## src/rtl/serial_subtractor.sv

```systemverilog
// Digit-serial subtractor: computes A - B - bin one DIGIT-bit slice per clock,
// carrying the borrow between slices in a register, and presents the result in DONE.
module serial_subtractor #(
   parameter int WIDTH = 16,
   parameter int DIGIT = 4
) (
   input  logic             clk,
   input  logic             rst_n,
   input  logic             start,
   input  logic [WIDTH-1:0] A,
   input  logic [WIDTH-1:0] B,
   input  logic             bin,
   output logic [WIDTH-1:0] diff,
   output logic             bout,
   output logic             ovf,
   output logic             zero,
   output logic             busy,
   output logic             valid
);

   localparam int NSLICE = WIDTH / DIGIT;
   localparam int CW     = (NSLICE > 1) ? $clog2(NSLICE) : 1;
   localparam logic [CW-1:0] LAST = CW'(NSLICE - 1);

   typedef enum logic [1:0] {
      IDLE = 2'd0,
      RUN  = 2'd1,
      DONE = 2'd2
   } state_t;

   // Handshake: start is accepted on a rising edge only while IDLE or DONE;
   // valid stays high in DONE until the next accepted start or reset.
   state_t           state_q, state_d;
   logic [WIDTH-1:0] a_q, a_d;
   logic [WIDTH-1:0] b_q, b_d;
   logic [WIDTH-1:0] acc_q, acc_d;
   logic [CW-1:0]    cnt_q, cnt_d;
   logic             brw_q, brw_d;
   logic [WIDTH-1:0] diff_q, diff_d;
   logic             bout_q, bout_d;
   logic             ovf_q, ovf_d;
   logic             zero_q, zero_d;
   logic             busy_q, busy_d;
   logic             valid_q, valid_d;

   logic [DIGIT-1:0] slice_a, slice_b, slice_d;
   logic [DIGIT:0]   chain;
   logic [WIDTH-1:0] merged;

   // Slice datapath: select the slice under the counter and ripple the borrow.
   always_comb begin
      slice_a = '0;
      slice_b = '0;
      for (int s = 0; s < NSLICE; s++) begin
         if (cnt_q == CW'(s)) begin
            slice_a = a_q[s*DIGIT +: DIGIT];
            slice_b = b_q[s*DIGIT +: DIGIT];
         end
      end
      chain    = '0;
      slice_d  = '0;
      chain[0] = brw_q;
      for (int i = 0; i < DIGIT; i++) begin
         slice_d[i]   = slice_a[i] ^ slice_b[i] ^ chain[i];
         chain[i + 1] = (~slice_a[i] & slice_b[i]) | (~slice_a[i] & chain[i])
                      | (slice_b[i] & chain[i]);
      end
      merged = acc_q;
      for (int s = 0; s < NSLICE; s++) begin
         if (cnt_q == CW'(s)) begin
            merged[s*DIGIT +: DIGIT] = slice_d;
         end
      end
   end

   always_comb begin
      state_d = state_q;
      a_d     = a_q;
      b_d     = b_q;
      acc_d   = acc_q;
      cnt_d   = cnt_q;
      brw_d   = brw_q;
      diff_d  = diff_q;
      bout_d  = bout_q;
      ovf_d   = ovf_q;
      zero_d  = zero_q;
      case (state_q)
         IDLE, DONE: begin
            if (start) begin
               a_d     = A;
               b_d     = B;
               brw_d   = bin;
               cnt_d   = '0;
               acc_d   = '0;
               state_d = RUN;
            end
         end
         RUN: begin
            acc_d = merged;
            brw_d = chain[DIGIT];
            cnt_d = cnt_q + CW'(1);
            if (cnt_q == LAST) begin
               // Top slice: borrow into and out of the MSB give signed overflow.
               diff_d  = merged;
               bout_d  = chain[DIGIT];
               ovf_d   = chain[DIGIT-1] ^ chain[DIGIT];
               zero_d  = (merged == '0);
               cnt_d   = '0;
               state_d = DONE;
            end
         end
         default: state_d = IDLE;
      endcase
      busy_d  = (state_d == RUN);
      valid_d = (state_d == DONE);
   end

   always_ff @(posedge clk or negedge rst_n) begin
      if (!rst_n) begin
         state_q <= IDLE;
         a_q     <= '0;
         b_q     <= '0;
         acc_q   <= '0;
         cnt_q   <= '0;
         brw_q   <= 1'b0;
         diff_q  <= '0;
         bout_q  <= 1'b0;
         ovf_q   <= 1'b0;
         zero_q  <= 1'b0;
         busy_q  <= 1'b0;
         valid_q <= 1'b0;
      end else begin
         state_q <= state_d;
         a_q     <= a_d;
         b_q     <= b_d;
         acc_q   <= acc_d;
         cnt_q   <= cnt_d;
         brw_q   <= brw_d;
         diff_q  <= diff_d;
         bout_q  <= bout_d;
         ovf_q   <= ovf_d;
         zero_q  <= zero_d;
         busy_q  <= busy_d;
         valid_q <= valid_d;
      end
   end

   assign diff  = diff_q;
   assign bout  = bout_q;
   assign ovf   = ovf_q;
   assign zero  = zero_q;
   assign busy  = busy_q;
   assign valid = valid_q;

endmodule

```

## config.mk

```make
export PLATFORM = sky130hd
export DESIGN_NAME = serial_subtractor
export DESIGN_NICKNAME = d
export VERILOG_FILES = /design/src/rtl/serial_subtractor.sv
export SDC_FILE = /design/constraint.sdc
export NUM_CORES = 1
export LEC_CHECK = 0
export ABC_AREA = 1
export CAP_MARGIN = 40
export CORE_MARGIN = 8
export CORE_UTILIZATION = 35
export DETAILED_ROUTE_END_ITERATION = 7
export SLEW_MARGIN = 20
export SYNTH_ARGS = -nofsm -noshare
export SYNTH_HDL_FRONTEND = slang
export SYNTH_SLANG_ARGS = --single-unit
```

## constraint.sdc

```tcl
create_clock -name clk -period 5.2 [get_ports clk]
set_input_delay 1.04 -clock clk [delete_from_list [all_inputs] [get_ports clk]]
set_output_delay 1.04 -clock clk [all_outputs]
set_load 0.03 [all_outputs]
```

==> Word-level counts from Yosys, hierarchy flattened <==
Index checks and enable logic that the tools add are counted.
{ "totals": {"reg_bits": 74, "inputBits": 36, "out_inout_bits": 21, "wordCells": 84} }
{ "op_classes": {"n_addsub": 1, "n_eq_ne": 8, "muxes": 22, "n_bitwise": 33, "reduce_logical": 8} }
{ "ops": {"columns": ["cell", "count"], "rows": [
  ["$mux W4", 12],
  ["$pmux W16 S2", 1],
  ["$logic_not A16 Y1", 1],
  ["$mux W16", 1],
  ["$and A1 B1 Y1", 12],
  ["$xor A1 B1 Y1", 9],
  ["$eq A2 B2 Y1 const B", 4],
  ["$mux W2", 4],
  ["$or A1 B1 Y1", 8],
  ["$pmux W2 S2", 2],
  ["$eq A2 B1 Y1 const B", 3],
  ["$reduce_and A2 Y1", 3],
  ["$logic_not A2 Y1", 2],
  ["$not A1 Y1", 4],
  ["$add A2 B1 Y2 const B", 1],
  ["$ne A2 B2 Y1 const B", 1],
  ["$pmux W1 S2", 1],
  ["$reduce_bool A2 Y1", 1],
  ["$reduce_or A2 Y1", 1],
  ["$mux W1", 1]
]} }

==> Depth between registers and ports, before layout <==
{ "depth": {"depth_word": 19, "ltp_mapped": 21, "mapped_depth_nobuf": 19} }

==> Worst setup path after synthesis <==
OpenSTA, ideal clock, no wires.
{ "synth_path": {"path_type": "register -> register", "start": "register cnt_q[0]", "end": "register zero_q, in the netlist zero", "setup_ns": 0.117, "arrival_ns": 3.463, "required_time_ns": 5.083, "setup_slack_ns": 1.620, "stages_incl_launch_ff": 19, "n_path_buf": 2, "period_less_slack_ns": 3.580, "cell_sequence": "dfrtp_1 -> inv_1 -> ha_1 -> buf_4 -> inv_1 -> buf_4 -> nand2_1 -> a31oi_1 -> o21ai_0 -> fa_1 -> fa_1 -> fa_1 -> fa_1 -> o21ai_0 -> nor2_1 -> nand2_1 -> nor2_1 -> nand2_1 -> nand2_1"} }
{ "synth_via": {"elab_chain_len": 18, "word_cells_on_any_way": 44, "classes_between": "eq/ne (3); mux (12); bitwise (26); reduce/logical (3)"} }
{ "synth_lines": {"columns": ["item", "line_no", "source"], "rows": [
  ["start, declared", "37", "logic [CW-1:0] cnt_q, cnt_d;"],
  ["start signal, assigned", "137", "cnt_q <= cnt_d;"],
  ["$logic_not A2 Y1", "55, 70", null],
  ["$mux W4 (4 in a row)", "55", "if (cnt_q == CW'(s)) begin"],
  ["$not A1 Y1", "65", "chain[i + 1] = (~slice_a[i] & slice_b[i]) | (~slice_a[i] & chain[i])"],
  ["$and A1 B1 Y1", "65", null],
  ["$or A1 B1 Y1", "65", null],
  ["$or A1 B1 Y1", "66", "| (slice_b[i] & chain[i]);"],
  ["$and A1 B1 Y1", "65", null],
  ["$or A1 B1 Y1", "65", null],
  ["$or A1 B1 Y1", "66", null],
  ["$and A1 B1 Y1", "65", null],
  ["$or A1 B1 Y1", "65", null],
  ["$or A1 B1 Y1", "66", null],
  ["$xor A1 B1 Y1", "64", "slice_d[i] = slice_a[i] ^ slice_b[i] ^ chain[i];"],
  ["$mux W4", "70", "if (cnt_q == CW'(s)) begin"],
  ["$logic_not A16 Y1", "107", "zero_d = (merged == '0);"],
  ["end signal, assigned", "142", "zero_q <= zero_d;"],
  ["end, declared", "42", "logic zero_q, zero_d;"]
]} }
Parallel ways exist; a longest one is shown, timed or not.
A chain may end at the register's enable or synchronous reset.

==> Worst setup path after layout <==
{ "layout_path": {"start": "register cnt_q[1]", "end": "register zero_q, in the netlist zero"} }
Same word-level chain as after synthesis.

==> impl_metrics.ini <==
[cts]
clockRootBuffer = clkbuf_8
cts_tree = built
path_clk_slew_ps = 80
cts_setup_buffers = 0
cts.htree.levels = 3
cts_resized = 0
clk_latency_ps = 350
clock_path_buffers = 2
ctsHoldBuffers = 0
clock_sinks = 73
cts_inserted_buffers = 9

[logic_synthesis]
synth_most_common_cell = nand2_1
synthTopCellsByArea = dfrtp_1, nand2_1, mux2_2, o21ai_0, nand3_1
synth.avg_cell_area_um2 = 9.28
syn_area_um2 = 3420
synth_top_cell_by_area = dfrtp_1
synth_top_cells_by_count = nand2_1, dfrtp_1, mux2_2
synth-seq-cells = 73
synth_flop_cell = dfrtp_1
yosys.area.top_type_share_pct = 53.3
synth_cell_type_count = 24
synthArstFlopShare_pct = 100
ys_seq_area_share_pct = 53.3
synth_edf_count = 0
syn_inst = 369
synth_nets = 413
yosys_warnings = 0

[drt]
vias = 2623
wl_per_cell_um = 14.7
drt_iter0_markers = 114
post-route-drc-count = 0
first_pass_iters = 5
drt_wl_total_um = 8240
routed_via_density = 4.69
drtAntennaViolNets = 0

[critical_path]
critPathRequiredTime_ps = 5490
crit_type = flop to flop
startpoint = cnt_q[1]
r2r-start = cnt_q[1]
start_kind = flop
critical_path.max_fanout = 17
end_kind = flop
worst_ep_arrival_time_ps = 4380

[power]
power.density_nw_per_um2 = 773
ir_drop_mv = 0.332
power_mw = 3.33
p_leak_nw = 2.04

[global_routing]
grt_pass1_vias = 2782
grt-ovfl-total = 0
antenna_found_initial = 0
grt_max_degree = 52
grtUsageTotal_pct = 13.2
grt_pass1_wl_um = 13600

[timing]
setup_viol = 0
post-route-period-util_pct = 78.7
hold_viol_final = 0
timing.hold.ws_ps = 479
drv_slew = 0
tns_ps = 0
rsz0062_at_grt = false
skew_ps = 6.03
worstMarginPinSlew_ps = 604
fmax_mhz = 244
maxSlewHeadroom_pct = 59.7
min_period_ps = 4090

[cells_and_area]
area_growth_pct = 25.8
drive_above_1_share_pct = 13.1
n_antenna_cell = 0
nNetsFinal = 465
fin_area_um2 = 4310

[die]
initial_core_util_pct = 35.5
num_rows = 36
dieWidth_um = 115
io_pins = 57
die_y_um = 115
dieArea_um2 = 13200
core-area_um2 = 9640

[place]
dp.final_hpwl_um = 6070
numPortBuffers = 56
placed_cell_area_um2 = 4050
place_congestion = 0.894

[hold_path]
min-delay-start = diff[8]
hold_class = flop to flop

[run]
max_cap_viol_count = 0

[outcome]
status = finished clean
[registers in the layout (all words and copies together), names as in the netlist]
register,flops
a_q,16
acc_q,15
b_q,16
bout,1
brw_q,1
busy,1
cnt_q,2
diff,16
ovf,1
state_q,2
valid,1
zero,1
[worst paths after layout]
check                           to  slack, ps  depth (start not counted)
setup / recovery              zero       1110                         17
hold / removal             diff[8]        480                          2
setup reg to reg              zero       1110                         17
hold reg to reg            diff[8]        480                          2
max in group asynchronous   a_q[8]       3920                          2
min in group asynchronous   a_q[6]        540                          1
[power by group]
| part | switching (mW) | leakage (nW) | total, mW | internal, mW |
|---|---|---|---|---|
| sequential | 0.158 | 0.904 | 0.990 | 0.832 |
| combinational | 1.12 | 1.02 | 1.80 | 0.676 |
| clock | 0.210 | 0.120 | 0.541 | 0.331 |
| total | 1.49 | 2.04 | 3.33 | 1.84 |
[routing by layer]
metal / up-vias / routed length (µm) / track usage [%]
li1: 1291 / - / -
met1: 1256 / 3670 / 15.3
met2: 63 / 3940 / 21.6
met3: 13 / 488 / 4.52
met4: 0 / 142 / 6.13
met5: - / 0 / 0
[cell usage in the layout (no fill, tap or decap), drive strengths merged, types with 2 or more instances in the layout]
master,count
nand2,149
mux2,32
clkinv,2
bufinv,3
nor2,14
clkdlybuf4s50,55
a21oi,8
inv,14
fa,4
o21ai,28
a31oi,2
nand3,18
dfrtp,73
clkbuf,11
ha,4
buf,4
[area by class of cell]
type	instances	area, µm²
clock buffer	11	141
clock inverter	5	103
fill	992	5330
inverter	15	56.3
multi-input combinational	263	1430
sequential	73	1830
tap	133	166
timing repair buffer	59	591
[worst max-delay path: stages (launching register included)]
cell	delay [ps]
dfrtp_1	410
inv_1	110
ha_1	510
inv_1	280
a31oi_1	210
o21ai_0	130
fa_1	410
fa_1	390
fa_1	430
fa_1	600
inv_1	80
nand2_1	60
nand2_1	90
nor2_1	90
nand2_1	50
nor2_1	100
nand2_1	50
nand2_1	50
[through the flow]
| stage | util (%) | instances | setup WS (ps) |
|---|---|---|---|
| after floorplan | - | 369 | 1620 |
| after detailed placement | 42.0 | 542 | 1160 |
| after global routing | 44.7 | 559 | 798 |
| after global placement | 42.0 | 542 | 1330 |
| after CTS | 44.5 | 558 | 1140 |
| final | 44.7 | 559 | 1110 |
[kinds of logic after synthesis]
kind of cell    synth area share [%]
compound gates                  5.85
fa+ha+maj                       3.80
simple gates                    21.2
buf+inv                         5.04
xor+xnor                       0.256
flops                           53.3
mux                             10.5
No activity file was read; power rests on OpenSTA's default activity.
